[src/rtl/bch_rx_deframer_if.sv]
// Codeword hand-off between the deframer and the BCH(15,7) decoder:
// a registered valid/ready handshake carrying one N-bit word.
interface bch_rx_deframer_if #(
    parameter int N = 15
);
    logic [N-1:0] codeword;
    logic         cw_valid;
    logic         cw_ready;

    modport master (
        output codeword,
        output cw_valid,
        input  cw_ready
    );

    modport slave (
        input  codeword,
        input  cw_valid,
        output cw_ready
    );
endinterface

[src/rtl/bch_rx_deframer.sv]
// Serial-to-parallel front end of the BCH(15,7) receiver: frames N-bit words on
// sof_i, hands them to the decoder and counts words lost to backpressure.
module bch_rx_deframer #(
    parameter int N      = 15,
    parameter int DROP_W = 8,
    localparam int CNT_W = (N > 1) ? $clog2(N) : 1
) (
    input  logic                  clk,
    input  logic                  rst_n,
    input  logic                  bit_i,
    input  logic                  bit_valid_i,
    input  logic                  sof_i,
    input  logic                  clear_i,
    bch_rx_deframer_if.master     cw_if,
    output logic [CNT_W-1:0]      bit_cnt_o,
    output logic                  overflow_o,
    output logic [DROP_W-1:0]     drop_cnt_o
);

    localparam logic [CNT_W-1:0] CNT_LAST = CNT_W'(N - 1);
    localparam logic [CNT_W-1:0] CNT_ONE  = CNT_W'(1);

    function automatic logic [DROP_W-1:0] sat_inc(input logic [DROP_W-1:0] v);
        sat_inc = (&v) ? v : v + DROP_W'(1);
    endfunction

    logic [N-1:0]      sr_q, sr_d;
    logic [N-1:0]      word_s;
    logic [CNT_W-1:0]  cnt_q, cnt_d;
    logic [N-1:0]      out_q, out_d;
    logic              valid_q, valid_d;
    logic              ovf_q, ovf_d;
    logic [DROP_W-1:0] drop_q, drop_d;
    logic              complete_s;
    logic              out_free_s;
    logic              load_s;
    logic              drop_s;

    generate
        if (N == 1) begin : g_word_single
            assign word_s = bit_i;
        end else begin : g_word_multi
            assign word_s = {sr_q[N-2:0], bit_i};
        end
    endgenerate

    // A sof_i on what would be the last bit restarts framing instead of completing.
    assign complete_s = bit_valid_i && ((N == 1) || (!sof_i && (cnt_q == CNT_LAST)));
    assign out_free_s = !valid_q || cw_if.cw_ready;
    assign load_s     = complete_s && out_free_s;
    assign drop_s     = complete_s && !out_free_s;

    // Shift register and bit counter; frozen on cycles without a valid bit.
    always_comb begin
        sr_d  = sr_q;
        cnt_d = cnt_q;
        if (bit_valid_i) begin
            sr_d = word_s;
            if (complete_s) begin
                cnt_d = '0;
            end else if (sof_i) begin
                cnt_d = CNT_ONE;
            end else begin
                cnt_d = cnt_q + CNT_ONE;
            end
        end else begin
            sr_d  = sr_q;
            cnt_d = cnt_q;
        end
    end

    // Output word register and valid flag; valid only falls after a handshake.
    always_comb begin
        out_d   = out_q;
        valid_d = valid_q;
        if (load_s) begin
            out_d   = word_s;
            valid_d = 1'b1;
        end else if (valid_q && cw_if.cw_ready) begin
            valid_d = 1'b0;
        end else begin
            valid_d = valid_q;
        end
    end

    // Sticky overflow and saturating drop count; a drop beats a simultaneous clear.
    always_comb begin
        ovf_d  = ovf_q;
        drop_d = drop_q;
        if (drop_s) begin
            ovf_d  = 1'b1;
            drop_d = clear_i ? DROP_W'(1) : sat_inc(drop_q);
        end else if (clear_i) begin
            ovf_d  = 1'b0;
            drop_d = '0;
        end else begin
            ovf_d  = ovf_q;
            drop_d = drop_q;
        end
    end

    // State registers, cleared asynchronously.
    always_ff @(posedge clk or negedge rst_n) begin
        if (!rst_n) begin
            sr_q    <= '0;
            cnt_q   <= '0;
            out_q   <= '0;
            valid_q <= 1'b0;
            ovf_q   <= 1'b0;
            drop_q  <= '0;
        end else begin
            sr_q    <= sr_d;
            cnt_q   <= cnt_d;
            out_q   <= out_d;
            valid_q <= valid_d;
            ovf_q   <= ovf_d;
            drop_q  <= drop_d;
        end
    end

    assign cw_if.codeword = out_q;
    assign cw_if.cw_valid = valid_q;
    assign bit_cnt_o      = cnt_q;
    assign overflow_o     = ovf_q;
    assign drop_cnt_o     = drop_q;

endmodule

[src/flat_wrapper.sv]
// flat-port wrapper written by rule: the top's interface ports become plain ports
module bch_rx_deframer_flat 
#(
    parameter int N      = 15,
    parameter int DROP_W = 8,
    localparam int CNT_W = (N > 1) ? $clog2(N) : 1
)
  (clk, rst_n, bit_i, bit_valid_i, sof_i, clear_i, bit_cnt_o, overflow_o, drop_cnt_o, cw_if_codeword, cw_if_cw_valid, cw_if_cw_ready);
  bch_rx_deframer_if #(.N(N)) cw_if_i ();
  input  logic clk;
  input  logic rst_n;
  input  logic bit_i;
  input  logic bit_valid_i;
  input  logic sof_i;
  input  logic clear_i;
  output logic [CNT_W-1:0] bit_cnt_o;
  output logic overflow_o;
  output logic [DROP_W-1:0] drop_cnt_o;
  output wire logic [$bits(cw_if_i.codeword)-1:0] cw_if_codeword;
  output wire logic [$bits(cw_if_i.cw_valid)-1:0] cw_if_cw_valid;
  input wire logic [$bits(cw_if_i.cw_ready)-1:0] cw_if_cw_ready;
  assign cw_if_codeword = cw_if_i.codeword;
  assign cw_if_cw_valid = cw_if_i.cw_valid;
  assign cw_if_i.cw_ready = cw_if_cw_ready;
  bch_rx_deframer #(.N(N), .DROP_W(DROP_W)) u_core (.clk(clk), .rst_n(rst_n), .bit_i(bit_i), .bit_valid_i(bit_valid_i), .sof_i(sof_i), .clear_i(clear_i), .cw_if(cw_if_i), .bit_cnt_o(bit_cnt_o), .overflow_o(overflow_o), .drop_cnt_o(drop_cnt_o));
endmodule
[config.mk]
export PLATFORM = sky130hd
export DESIGN_NAME = bch_rx_deframer_flat
export DESIGN_NICKNAME = d
export VERILOG_FILES = /design/src/rtl/bch_rx_deframer_if.sv /design/src/rtl/bch_rx_deframer.sv /design/src/flat_wrapper.sv
export SDC_FILE = /design/constraint.sdc
export NUM_CORES = 1
export LEC_CHECK = 0
export CORE_MARGIN = 3
export CORE_UTILIZATION = 54
export DETAILED_ROUTE_END_ITERATION = 10
export GPL_TIMING_DRIVEN = 0
export PLACE_DENSITY = 0.83
export SKIP_LAST_GASP = 1
export SYNTH_ARGS = -nofsm -noshare
export SYNTH_HDL_FRONTEND = slang
export SYNTH_SLANG_ARGS = --single-unit
[constraint.sdc]
create_clock -name clk -period 3.6 [get_ports clk]
set_clock_uncertainty 0.15 [all_clocks]
set_input_delay 0.72 -clock clk [delete_from_list [all_inputs] [get_ports clk]]
set_output_delay 0.72 -clock clk [all_outputs]
set_load 0.02 [all_outputs]
==> reports/results.ini, run 1 <==
[sta]
worst_pin_slew_ns=0.904
setup_violations=0
slew_violations=0
relSlewSlack=0.397
hold_viol=0
max_freq_mhz=418
fin_crit_sh=0.665
fin_crit_ns=2.39
fin_setup_tns_ns=0
rsz0062_at_grt=false

[clock_network]
cts.htree.levels=2
tritoncts=built
clock_sinks=43
ctsResizeCount=0
root_buffer=clkbuf_4
cts_buffers=5
clock_tree.buffer_depth=2
cts.clk_slew.worst_paths_ns=0.12
cts_setup_buffers=0
clk_latency_ns=0.35
ctsHoldBuffers=0

[finish]
nets=190
n_antenna_cell=0
syn2layout_area_growth_pct=24.4
drive_above_1_share=0.227

[critical_path]
critPathCaptureType=flip-flop
cp-start-kind=flip-flop
cp_cell_sequence=inv_1 > ha_1 > and3_1 > nand3b_1 > a21oi_2 > buf_4 > mux2_2
slowest_delay_ns=0.47
cpMaxStageDelayCell=dfrtp_1
cp_data_arrival_time_ns=2.48
required_ns=3.69
path_max_fanout=10
critical_path_class=flip-flop to flip-flop

[detailed_routing]
vias=1237
drt-total-wl_mm=3.38
wl_per_cell_um=15.0
vias_per_cell=5.50
drt_first_iter_violations=74
drc=0
drt_first_pass_iters=4
ant_nets=0

[pwr]
ir_worst_vdd_v=0.000360
power.total_mw=1.08
p_per_area_mw_per_mm2=477
p_leak_nw=0.996

[yosys]
synth_area_leaders=dfrtp_1 (59%), mux2_2 (19%), a21oi_1 (2.2%), ha_1 (2.1%), nor3_1 (1.6%)
synth_top_area_cell=dfrtp_1
synth.avg_cell_area_um2=13.1
yosys.area.top_type_share=0.590
ys_ff_latch=43
ys_warn_count=0
synth_cell_types=31
syn_area_mm2=0.00182
synth_fp_nets=149
netlist_instances=139
seq_area_frac_synth=0.590

[floorplanning]
die_area_mm2=0.00411
pin_count=36
die_w_um=64.1
core_area_mm2=0.00313
die_h_um=64.1
initial_core_util=0.583
core.rowCount=20

[place]
gp_congestion=0.727
dpl.hpwl_mm=2.29
portBuffers=34

[hold_path]
hp-class=primary input to async pin

[flow_run]
drv_cap=0

[global_routing]
grt_usage=0.191
busiest_layer=met2
grt_use_met2=0.328
grt_max_degree=44
grt_use_met3=0.0562
grt_overflow=0
grtUsageMet1=0.227
antenna_found_initial=0
grt_pass1_vias=1325
grt_pass1_wl_mm=6.09

[status]
status=finished clean

## synthesized netlist by cell type, drive strengths merged
| cell | n |
|---|---|
| and4b | 1 |
| and4bb | 1 |
| inv | 7 |
| dfrtp | 43 |
| nand2 | 2 |
| and3 | 2 |
| o211ai | 2 |
| o22ai | 3 |
| nand4bb | 1 |
| o21ai | 3 |
| nand4 | 2 |
| ha | 3 |
| o21a | 1 |
| and2 | 1 |
| o2111a | 1 |
| or4 | 2 |
| mux2i | 1 |
| clkbuf | 2 |
| buf | 2 |
| nand3b | 2 |
| nor3 | 6 |
| or3 | 1 |
| a21oi | 9 |
| mux2 | 30 |
| o31ai | 2 |
| a31oi | 1 |
| nand3 | 4 |
| nor2 | 4 |
## logic make-up (layout without fill, tap and decap cells)
family | after synthesis | count (layout) | synth area share
buf+inv | 11 | 53 | 0.0247
simple gates | 29 | 29 | 0.0954
compound gates | 22 | 22 | 0.0782
fa+ha+maj | 3 | 3 | 0.0206
mux | 31 | 31 | 0.191
flops | 43 | 43 | 0.590
## critical path: cells and delay by family (launching register included)
family                   cells  cell delay, ns
AO/OA/AOI/OAI                1            0.32
AND/OR/NAND/NOR              2            0.42
adder cells (fa/ha/maj)      1            0.20
flip-flops                   1            0.47
buffers and inverters        2            0.38
multiplexers                 1            0.36
## cell type report
cell class,count,area [µm²]
tap,44,55.1
buffer,4,18.8
multi-input combinational,85,702
inverter,7,26.3
clock inverter,2,12.5
timing repair buffer,34,335
fill,222,861
sequential,43,1080
clock buffer,6,41.3
## metrics by stage
stage / setup slack, ns / hold WS, ns / cells / util / cell area, µm²
floorplan: 1.46 / 0.274 / 139 / - / 1820
global placement: 0.685 / 0.335 / 217 / 0.709 / 2220
detailed placement: 0.912 / 0.345 / 217 / 0.708 / 2210
CTS: 1.23 / 0.353 / 225 / 0.725 / 2270
global route: 1.08 / 0.370 / 225 / 0.725 / 2270
finish: 1.21 / 0.338 / 225 / 0.725 / 2270
## layout by cell type, fill, tap and decap left out, types with 2 or more instances in the layout
cell type and n:
inv_1 7, and3_1 2, ha_1 3, clkdlybuf4s50_1 33
o21ai_0 3, mux2_2 30, a21oi_1 8, nand3_1 4
dfrtp_1 43, clkbuf_1 3, clkbuf_4 5, nand3b_1 2
nor2_1 4, nor3_1 6, nand2_1 2, or4_1 2
o31ai_1 2, nand4_1 2, o22ai_1 3
## per-layer routing
layer	vias to the layer above	share of wire
li1	594	-
met1	607	0.42
met2	32	0.52
met3	4	0.042
met4	0	0.012
met5	-	0
## worst paths after layout
check,slack [ns],end,start,cells past startpoint
worst min register to register,0.37,u_core.cw_if.codeword[12],u_core.cw_if.codeword[12],1
max in group asynchronous,2.41,u_core.bit_cnt_o[3],rst_n,1
worst max-delay path,1.21,u_core.cw_if.codeword[4],u_core.bit_cnt_o[0],7
worst min-delay path,0.34,u_core.sr_q[7],rst_n,1
worst max register to register,1.21,u_core.cw_if.codeword[4],u_core.bit_cnt_o[0],7
min in group clk,0.37,u_core.cw_if.codeword[12],u_core.cw_if.codeword[12],1
## where the power goes
part / internal [mW] / switching [mW] / total (mW) / leakage [nW]
sequential: 0.566 / 0.0651 / 0.631 / 0.565
clock: 0.0755 / 0.149 / 0.225 / 0.0282
combinational: 0.125 / 0.0998 / 0.225 / 0.403
## sequential cells by signal, summed over array words and instances, names as in the netlist
signal / flops
u_core.drop_cnt_o: 8
u_core.cw_if.cw_valid: 1
u_core.sr_q: 14
u_core.cw_if.codeword: 15
u_core.overflow_o: 1
u_core.bit_cnt_o: 4
(Power assumes the default switching activity.)
==> run 2: changes to the inputs <==
--- a/config.mk
+++ b/config.mk
@@ -6,10 +6,10 @@
 export NUM_CORES = 1
 export LEC_CHECK = 0
 export CORE_MARGIN = 3
-export CORE_UTILIZATION = 54
+export CORE_UTILIZATION = 45
 export DETAILED_ROUTE_END_ITERATION = 10
 export GPL_TIMING_DRIVEN = 0
-export PLACE_DENSITY = 0.83
+export PLACE_DENSITY = 0.74
 export SKIP_LAST_GASP = 1
 export SYNTH_ARGS = -nofsm -noshare
 export SYNTH_HDL_FRONTEND = slang
==> constraint.sdc (replaced) <==
create_clock -name clk -period 2.2 [get_ports clk]
set_clock_uncertainty 0.15 [all_clocks]
set_input_delay 0.44 -clock clk [delete_from_list [all_inputs] [get_ports clk]]
set_output_delay 0.44 -clock clk [all_outputs]
set_load 0.02 [all_outputs]
==> reports/results.ini, run 2 (synthesized netlist as in run 1, its figures left out) <==
[detailed_routing]
vias=1296
ant_nets=0
drt_first_iter_violations=84
drt-total-wl_mm=3.65
vias_per_cell=5.59
drc=0
drt_first_pass_iters=4
wl_per_cell_um=15.7

[sta]
worst_pin_slew_ns=0.546
holdWs_ns=0.347
hold_viol=0
relSlewSlack=0.636
fin_crit_ns=2.11
fin_setup_tns_ns=0
rsz0062_at_grt=true
max_freq_mhz=473
setup_violations=0
fin_crit_sh=0.961
slew_violations=0

[floorplanning]
core.rowCount=22
core_area_mm2=0.00377
pin_count=36
die_area_mm2=0.00485
die_h_um=69.7
die_w_um=69.7
initial_core_util=0.483

[finish]
layout_common_cells=dfrtp_1 (42), clkdlybuf4s50_1 (33), mux2_2 (30)
nets=193
largest_register_ffs=15
drive_above_1_share=0.250
syn2layout_area_growth_pct=32.7
n_antenna_cell=0
final_common_cell=dfrtp_1

[clock_network]
clk_latency_ns=0.29
root_buffer=clkbuf_8
cts.clk_slew.worst_paths_ns=0.08
cts.htree.levels=2
cts_buffers=5
clock_sinks=43
tritoncts=built
clock_tree.buffer_depth=2

[critical_path]
critical_path_class=flip-flop to flip-flop
required_ns=2.24
cp-start-kind=flip-flop
path_max_fanout=10
critPathCaptureType=flip-flop
cp_data_arrival_time_ns=2.15

[global_routing]
grt_usage=0.167
grt_max_degree=39
grt_pass1_vias=1364
grt_overflow=0
antenna_found_initial=0
grt_pass1_wl_mm=6.41

[place]
dpl.hpwl_mm=2.59
portBuffers=34
gp_congestion=0.775

[pwr]
p_leak_nw=1.04
p_per_area_mw_per_mm2=885
ir_worst_vdd_v=0.000575

[status]
status=finished clean

[flow_run]
drv_cap=0

[hold_path]
hp-class=primary input to async pin

-- run 2: where the power goes --
part | switching, mW | internal [mW]
clock network | 0.271 | 0.453
registers | 0.113 | 0.928
logic | 0.166 | 0.209
total | 0.550 | 1.59
-- run 2: routing by layer --
metal  wire (µm)  up-vias  track usage
li1            -      596            -
met3         161        4       0.0551
met2        1960       33        0.285
met5           0        -            0
met4          23        0       0.0553
met1        1510      663        0.198
-- run 2: final timing paths --
| kind | startpoint | end | slack [ns] | cells after the start |
|---|---|---|---|---|
| worst min register to register | u_core.cw_if.codeword[0] | u_core.cw_if.codeword[0] | 0.36 | 1 |
| min in group clk | u_core.cw_if.codeword[0] | u_core.cw_if.codeword[0] | 0.36 | 1 |
| max in group asynchronous | rst_n | u_core.cw_if.codeword[3] | 1.12 | 3 |
| worst max-delay path | u_core.bit_cnt_o[0] | u_core.cw_if.codeword[5] | 0.09 | 7 |
| worst min-delay path | rst_n | u_core.drop_cnt_o[4] | 0.35 | 2 |
| worst max register to register | u_core.bit_cnt_o[0] | u_core.cw_if.codeword[5] | 0.09 | 7 |
-- run 2: area by class of cell --
cell class	instances	area, µm²
buffer	4	22.5
clock buffer	5	68.8
multi-input combinational	85	723
timing repair buffer	37	373
clock inverter	3	67.6
inverter	7	26.3
tap	48	60.1
sequential	43	1080
fill	269	1350
-- run 2: critical path: stages, from the launching register on --
cell	delay, ns
dfrtp_2	0.45
inv_1	0.09
ha_1	0.20
and3_4	0.24
nand3b_1	0.14
a21oi_4	0.20
buf_6	0.18
mux2_2	0.34
-- run 2: stage by stage --
stage / instance area [µm²] / setup slack [ns] / power (mW) / utilization / cells
6_report: 2420 / 0.0861 / 2.14 / 0.641 / 232
5_1_grt: 2420 / -0.00213 / 2.25 / 0.641 / 232
4_1_cts: 2400 / 0.0289 / 2.16 / 0.637 / 232
3_5_place_dp: 2240 / -0.246 / 1.43 / 0.594 / 222
3_3_place_gp: 2220 / -0.484 / 1.39 / 0.590 / 221
2_1_floorplan: 1820 / 0.0635 / 1.24 / - / 139
-- run 2: what timing repair did --
item                                    CTS  global route
buffers inserted                          1             0
gates resized for setup                   2             4
endpoints found under the setup margin   10            12
hold buffers                              1             0
hold endpoints to repair                  5             0
